`config.mk`:
```
export PLATFORM = sky130hd
export DESIGN_NAME = piso_serializer
export DESIGN_NICKNAME = d
export VERILOG_FILES = /design/src/rtl/piso_serializer.sv
export SDC_FILE = /design/constraint.sdc
export NUM_CORES = 1
export LEC_CHECK = 0
export ABC_AREA = 1
export BUFFER_PORTS_ARGS = -buffer_cell sky130_fd_sc_hd__buf_4
export CORE_UTILIZATION = 29
export CTS_CLUSTER_DIAMETER = 30
export DETAILED_ROUTE_END_ITERATION = 10
export PLACE_DENSITY_LB_ADDON = 0.15
export SLEW_MARGIN = 10
export SYNTH_ARGS = -nofsm -noshare
export SYNTH_HDL_FRONTEND = slang
export SYNTH_SLANG_ARGS = --single-unit
```
`constraint.sdc`:
```
create_clock -name clk -period 1.5 [get_ports clk]
set_input_delay 0 -clock clk [delete_from_list [all_inputs] [get_ports clk]]
set_output_delay 0 -clock clk [all_outputs]
set_load 0.02 [all_outputs]
```
`src/rtl/piso_serializer.sv`:
```
// Parallel-in/serial-out stage: accepts WIDTH-bit words over valid/ready and
// emits one registered bit per clock, with a one-word holding register for gapless streaming.
module piso_serializer #(
    parameter int unsigned WIDTH     = 8,
    parameter bit          MSB_FIRST = 1'b1,
    parameter bit          IDLE_BIT  = 1'b0
) (
    input  logic             clk,
    input  logic             reset_n,
    input  logic             in_valid,
    input  logic [WIDTH-1:0] in_data,
    output logic             in_ready,
    output logic             xout,
    output logic             xout_valid,
    output logic             last,
    output logic             busy
);

    localparam int unsigned CW = $clog2(WIDTH);

    typedef enum logic {
        ST_IDLE  = 1'b0,
        ST_SHIFT = 1'b1
    } state_e;

    state_e           state_q, state_d;
    logic [WIDTH-1:0] sh_q, sh_d;
    logic [WIDTH-1:0] hold_q, hold_d;
    logic [CW-1:0]    cnt_q, cnt_d;
    logic             hold_full_q, hold_full_d;
    logic             xout_q, xout_d;
    logic             xout_valid_q, xout_valid_d;
    logic             last_q, last_d;
    logic             in_ready_q, in_ready_d;
    logic             busy_q, busy_d;
    logic             xfer;

    // Bit that leaves first from a word, and the word with that bit removed.
    function automatic logic first_bit(input logic [WIDTH-1:0] w);
        return MSB_FIRST ? w[WIDTH-1] : w[0];
    endfunction

    function automatic logic [WIDTH-1:0] drop_bit(input logic [WIDTH-1:0] w);
        return MSB_FIRST ? (w << 1) : (w >> 1);
    endfunction

    assign xfer = in_valid && in_ready_q;

    always_comb begin
        state_d      = state_q;
        sh_d         = sh_q;
        hold_d       = hold_q;
        cnt_d        = cnt_q;
        hold_full_d  = hold_full_q;
        xout_d       = xout_q;
        xout_valid_d = xout_valid_q;
        last_d       = last_q;

        if (state_q == ST_IDLE) begin
            if (xfer) begin
                xout_d       = first_bit(in_data);
                sh_d         = drop_bit(in_data);
                cnt_d        = CW'(WIDTH - 1);
                xout_valid_d = 1'b1;
                last_d       = 1'b0;
                state_d      = ST_SHIFT;
            end else begin
                xout_d       = IDLE_BIT;
                xout_valid_d = 1'b0;
                last_d       = 1'b0;
            end
        end else if (cnt_q != '0) begin
            xout_d = first_bit(sh_q);
            sh_d   = drop_bit(sh_q);
            cnt_d  = cnt_q - CW'(1);
            last_d = (cnt_q == CW'(1));
            if (xfer) begin
                hold_d      = in_data;
                hold_full_d = 1'b1;
            end
        end else if (hold_full_q) begin
            // Final bit shown; the held word follows with no gap.
            xout_d       = first_bit(hold_q);
            sh_d         = drop_bit(hold_q);
            cnt_d        = CW'(WIDTH - 1);
            xout_valid_d = 1'b1;
            last_d       = 1'b0;
            hold_full_d  = 1'b0;
        end else if (xfer) begin
            xout_d       = first_bit(in_data);
            sh_d         = drop_bit(in_data);
            cnt_d        = CW'(WIDTH - 1);
            xout_valid_d = 1'b1;
            last_d       = 1'b0;
        end else begin
            xout_d       = IDLE_BIT;
            xout_valid_d = 1'b0;
            last_d       = 1'b0;
            state_d      = ST_IDLE;
        end

        in_ready_d = !hold_full_d;
        busy_d     = (state_d == ST_SHIFT) || hold_full_d;
    end

    always_ff @(posedge clk or negedge reset_n) begin
        if (!reset_n) begin
            state_q      <= ST_IDLE;
            sh_q         <= '0;
            hold_q       <= '0;
            cnt_q        <= '0;
            hold_full_q  <= 1'b0;
            xout_q       <= IDLE_BIT;
            xout_valid_q <= 1'b0;
            last_q       <= 1'b0;
            in_ready_q   <= 1'b1;
            busy_q       <= 1'b0;
        end else begin
            state_q      <= state_d;
            sh_q         <= sh_d;
            hold_q       <= hold_d;
            cnt_q        <= cnt_d;
            hold_full_q  <= hold_full_d;
            xout_q       <= xout_d;
            xout_valid_q <= xout_valid_d;
            last_q       <= last_d;
            in_ready_q   <= in_ready_d;
            busy_q       <= busy_d;
        end
    end

    assign in_ready   = in_ready_q;
    assign xout       = xout_q;
    assign xout_valid = xout_valid_q;
    assign last       = last_q;
    assign busy       = busy_q;

endmodule

```
==> results.yml, run 1 <==
status:
  status: "complete, no violations"
worst_setup_path:
  critical_path.top_delay_family: "flip-flops"
  rr_endpoint: "sh_q[3]$_DFF_PN0_"
  reg2reg_depth: 7
  cp_slowest_cell: "dfrtp_1"
  regToRegSetupSlack_ns: 0.12
  required_ns: 1.71
  reg2reg_from: "cnt_q[0]$_DFF_PN0_"
  worstSetupStartpointType: "register"
  crit_fanout: 12
  crit_path_frequent_cell: "nand2_4"
  crit_chain: "inv_1 > ha_2 > nand2_4 > nand2_4 > buf_4 > nand3_1 > nand2_1"
  path_buf_inv: 2
  max_stage_delay_ns: 0.41
  end_kind: "register"
  critical_path_arrival_ns: 1.60
  worstSetupPathType: "reg2reg"
die:
  core_mm2: 0.004414
  io_pins: 16
  die_area_mm2: 0.004932
  die_height_um: 70.23
  rows: 24
  die_x_um: 70.23
  initial_core_util_pct: 30.58
timing:
  slew_headroom_pct: 77.43
  timing.fmax_mhz: 722.2
  rsz0062_at_grt: "false"
  clock_skew_ns: 0.01020
  slew_violations: 0
  finalWorstSetupSlack_ns: 0.1154
  hold_ws_ns: 0.1412
  period_minus_slack_ns: 1.385
  tns_ns: 0
  setup_viol: 0
  tightest_slew_ns: 0.3385
  finalCritPeriodShare_pct: 92.31
  finalHoldViolations: 0
synth:
  synth_edf_count: 0
  yosys_warnings: 0
  ys_types: 18
  yosys_register_bits: 26
  synth_flop_cell: "dfrtp_1"
  synthArstFlopShare_pct: 100.0
  avgSynthCellArea_um2: 7.715
  synth_top_area_share_pct: 46.34
  ys_top_cells_by_area: "dfrtp_1 (46%), nand2_1 (21%), nand3_1 (11%), inv_1 (4.4%), ha_1 (2.8%)"
  ys_top_cells_by_count: "nand2_1 (74), nand3_1 (29), dfrtp_1 (25), inv_1 (16), o21ai_0 (5)"
  synth.yosys.seq_area_share_pct: 48.29
  syn_inst: 175
  synth_top_area_cell: "dfrtp_1"
  synth_most_common_cell: "nand2_1"
  synth_area_mm2: 0.001350
  synth_nets: 189
global_route:
  antenna_found_initial: 0
  grt_pass1_vias: 1143
  grt_pass1_wl_um: 5533
  gr-total-overflow: 0
  grt_start_max_net_pins: 27
  grt_usage_pct: 14.06
detailed_routing:
  dr.pass1.iters: 4
  wl_per_cell_um: 12.13
  dr_total_vias: 1166
  vias_per_cell: 4.555
  wl_um: 3106
  drt-initial-drc-count: 50
  drcViolationCount: 0
  antenna_left: 0
clock_network:
  h-tree-depth: 1
  clk_latency_ns: 0.27
  clockRootBuffer: "clkbuf_8"
  clk_path_buf_depth: 2
  clock_sinks: 26
  cts_tree: "done"
  cts_made_buffers: 3
  clkTransAtPathRegs_ns: 0.09
placement:
  place_inst: 243
  dp_hpwl_um: 2275
  pre_cts_slack_ns: 0.02460
  place_congestion: 0.7678
  port_buffers: 15
layout:
  finalNonFillerCells: 256
  nNetsFinal: 219
  area_growth_pct: 24.10
  final.fill_count: 465
  multi_input_area_um2: 588.1
  seq_area_um2: 651.9
  antenna_cells: 0
  drive_above_1_share_pct: 18.63
hold_path:
  min_path_cells: 5
  hp-class: "in2reg"
  holdPathEnd: "sh_q[7]$_DFF_PN0_"
  min_from: "in_valid"
pwr:
  vdd_ir_drop_max_mv: 0.6317
  cellPowerDensity_mw_per_mm2: 1885
  p_leak_nw: 0.9103
run:
  maxCapViolCount: 0
-- logic make-up (layout without fill, tap and decap cells) --
logic type	Yosys count	count (layout)	share of synthesized area, %
DFF	26	26	48.29
buffers and inverters	25	54	8.711
AOI/OAI and AO/OA	8	8	3.521
and+or+nand+nor	113	113	36.70
adders and majority gates	3	3	2.781
-- metrics by stage --
step	util [%]	total power, mW	cell area (um^2)
floorplan	-	2.272	1350
global placement	34.67	2.716	1530
detailed placement	34.67	2.744	1530
CTS	37.73	3.178	1665
global route	37.95	3.484	1675
finish	37.95	3.158	1675
-- state kept, by name, indices dropped and copies added, names as in the netlist --
register	cells
busy	1
last	1
sh_q	8
cnt_q	3
hold_full_q	1
xout_valid	1
in_ready	1
hold_q	8
state_q	1
xout	1
-- worst register-to-register path, delay by kind of cell, from the launching register on --
family | cells | cell delay (ns)
flops | 1 | 0.41
simple gates | 4 | 0.39
buf+inv | 2 | 0.30
fa+ha+maj | 1 | 0.24
-- power by group --
group	total [mW]	leakage (nW)	switching [mW]	internal, mW
Sequential	1.20	0.321	0.202	1.00
Clock	0.402	0.0228	0.212	0.190
Combinational	1.55	0.566	0.988	0.564
-- layer usage --
layer,share of wire [%],vias up,track usage [%]
li1,-,597,-
met5,0,-,0
met4,0.61,0,4.000
met2,47,9,23.17
met3,1.8,2,1.876
met1,50,558,19.20
-- how the worst max path moves through the flow --
| stage | start | endpoint | slack (ns) | depth (start not counted) |
|---|---|---|---|---|
| after floorplan | cnt_q[0]$_DFF_PN0_ | cnt_q[0]$_DFF_PN0_ | 0.20 | 7 |
| after detailed placement | cnt_q[0]$_DFF_PN0_ | xout$_DFF_PN0_ | 0.02 | 7 |
| after global placement | cnt_q[0]$_DFF_PN0_ | xout$_DFF_PN0_ | 0.11 | 7 |
| final | cnt_q[0]$_DFF_PN0_ | sh_q[3]$_DFF_PN0_ | 0.12 | 7 |
| after CTS | cnt_q[0]$_DFF_PN0_ | xout$_DFF_PN0_ | 0.02 | 7 |
| after global routing | cnt_q[0]$_DFF_PN0_ | sh_q[3]$_DFF_PN0_ | 0.009 | 7 |
-- cells in the final DEF (no fill, tap or decap) --
master and count:
dlygate4sd3_1 9, nor2_1 4, nand2_4 3, a21oi_1 1, o21ai_0 5, inv_1 16
dfrtp_1 25, ha_2 1, ha_1 2, inv_4 1, a21oi_2 2, clkbuf_1 1
inv_2 3, dfstp_2 1, nand2_1 74, clkbuf_8 3, nand2_2 1, nor2_4 2
buf_4 21, nand3_1 29
-- cell type report --
cell class | count | area share (%)
Sequential cell | 26 | 38.91
Multi-Input combinational cell | 124 | 35.10
Timing Repair Buffer | 30 | 14.79
Inverter | 20 | 4.630
Tap cell | 52 | 3.883
Clock buffer | 4 | 2.689
-- what timing repair did --
action                                  4_1_cts  5_1_grt
hold buffers                                  9        0
gates resized for setup                       0        3
buffers inserted                              0        0
endpoints found under the setup margin        0       16
hold endpoints to repair                     34        0
Power figures use the tool's default switching activity.
==> inputs of run 2 (changes only) <==
--- a/config.mk
+++ b/config.mk
@@ -8,5 +8,5 @@
 export ABC_AREA = 1
 export BUFFER_PORTS_ARGS = -buffer_cell sky130_fd_sc_hd__buf_4
-export CORE_UTILIZATION = 29
+export CORE_UTILIZATION = 56
 export CTS_CLUSTER_DIAMETER = 30
 export DETAILED_ROUTE_END_ITERATION = 10
==> constraint.sdc (replaced) <==
create_clock -name clk -period 1.5 [get_ports clk]
set_input_delay 0.075 -clock clk [delete_from_list [all_inputs] [get_ports clk]]
set_output_delay 0.075 -clock clk [all_outputs]
set_load 0.02 [all_outputs]
==> results.yml, run 2 (synthesis gave the netlist of run 1 again) <==
status:
  status: "complete, no violations"
timing:
  slew_violations: 0
  tightest_slew_ns: 0.4018
  rsz0062_at_grt: "false"
  clock_skew_ns: 0.01127
  timing.fmax_mhz: 733.4
  finalHoldViolations: 0
  setup_viol: 0
  finalCritPeriodShare_pct: 90.90
  slew_headroom_pct: 73.21
  period_minus_slack_ns: 1.364
  hold_ws_ns: 0.1505
worst_setup_path:
  rr_endpoint: "xout$_DFF_PN0_"
  critPathLaunch: "cnt_q[0]$_DFF_PN0_"
  reg2reg_depth: 7
  worstSetupPathType: "reg2reg"
  critical_path_arrival_ns: 1.56
  crit_fanout: 8
  regToRegSetupSlack_ns: 0.14
  required_ns: 1.70
  reg2reg_from: "cnt_q[0]$_DFF_PN0_"
  end_kind: "register"
  worstSetupStartpointType: "register"
die:
  die_area_mm2: 0.002611
  die_x_um: 51.10
  initial_core_util_pct: 60.45
  rows: 17
  core_mm2: 0.002233
  io_pins: 16
  die_height_um: 51.10
clock_network:
  clk_path_buf_depth: 2
  cts_made_buffers: 3
  clk_latency_ns: 0.32
  cts_tree: "done"
  clockRootBuffer: "clkbuf_4"
  h-tree-depth: 1
  clkTransAtPathRegs_ns: 0.15
  clock_sinks: 26
detailed_routing:
  wl_um: 3117
  dr_total_vias: 1218
  antenna_left: 0
  drcViolationCount: 0
  dr.pass1.iters: 4
  wl_per_cell_um: 13.44
  vias_per_cell: 5.250
  drt-initial-drc-count: 40
global_route:
  antenna_found_initial: 0
  grt_start_max_net_pins: 27
  grt_usage_pct: 28.73
  grt_pass1_wl_um: 5568
  grt_pass1_vias: 1302
  gr-total-overflow: 0
hold_path:
  holdPathEnd: "sh_q[1]$_DFF_PN0_"
  hp-class: "in2reg"
  min_from: "in_valid"
  min_path_cells: 5
layout:
  seq_area_um2: 651.9
  antenna_cells: 0
  drive_above_1_share_pct: 19.12
  nNetsFinal: 219
  most-common-layout-cells: "nand2_1 (74), nand3_1 (29), dfrtp_1 (25), buf_4 (21), inv_1 (16)"
  area_growth_pct: 22.61
  finalNonFillerCells: 232
  multi_input_area_um2: 606.8
  reg.largest.list: "hold_q (8), sh_q (8), cnt_q (3)"
  final.fill_count: 181
  post-route-util_pct: 74.12
  layout_commonest_cell: "nand2_1"
pwr:
  p_leak_nw: 0.9114
  vdd_ir_drop_max_mv: 1.524
  cellPowerDensity_mw_per_mm2: 1929
run:
  maxCapViolCount: 0
placement:
  dp_hpwl_um: 2148
  place_inst: 218
  place_congestion: 0.8876
  port_buffers: 15
## run 2: worst max-delay path, stage by stage, from the launching register on
cell and delay (ns):
dfrtp_1 0.40, inv_1 0.15, ha_4 0.18, inv_1 0.07, nor2_4 0.21, nand2_1 0.07, nand3_1 0.07, o21ai_0 0.10
## run 2: final cells by class
class / instances / area share, %
flip-flops and latches: 26 / 39.38
well taps: 28 / 2.116
multi-input cells: 124 / 36.66
inverters: 20 / 4.686
clock buffers: 4 / 2.192
repair buffers: 30 / 14.97
## run 2: worst max path at each step
stage | slack (ns) | to | cells past startpoint
after floorplan | 0.20 | cnt_q[0]$_DFF_PN0_ | 7
after CTS | 0.03 | xout$_DFF_PN0_ | 6
final | 0.14 | xout$_DFF_PN0_ | 7
after global routing | 0.01 | xout$_DFF_PN0_ | 7
after detailed placement | -0.004 | xout$_DFF_PN0_ | 7
after global placement | 0.08 | xout$_DFF_PN0_ | 7
## run 2: power by group
| group | internal, mW | switching [mW] |
|---|---|---|
| clock | 0.148 | 0.206 |
| sequential | 1.00 | 0.211 |
| combinational | 0.598 | 1.03 |
## run 2: metal layers
metal | track usage (%) | vias to the layer above | wire length, um
li1 | - | 602 | -
met1 | 36.33 | 573 | 1334
met2 | 48.46 | 39 | 1566
met3 | 4.762 | 4 | 189
met4 | 11.57 | 0 | 27
met5 | 0 | - | 0
## run 2: through the flow
step	instance area (um^2)	power, mW	TNS (ns)	setup slack (ns)
5_1_grt	1655	3.500	0	0.01119
2_1_floorplan	1350	2.272	0	0.1987
3_5_place_dp	1493	2.705	-0.004250	-0.004250
4_1_cts	1624	3.099	0	0.03007
3_3_place_gp	1493	2.637	0	0.08184
6_report	1655	3.194	0	0.1365
## run 2: repair_timing
action / in CTS / in global routing
endpoints found under the hold margin: 34 / 0
hold buffers: 9 / 0
gates resized for setup: 1 / 4
buffers inserted: 0 / 1
endpoints found under the setup margin: 1 / 19
pin swaps: 0 / 1
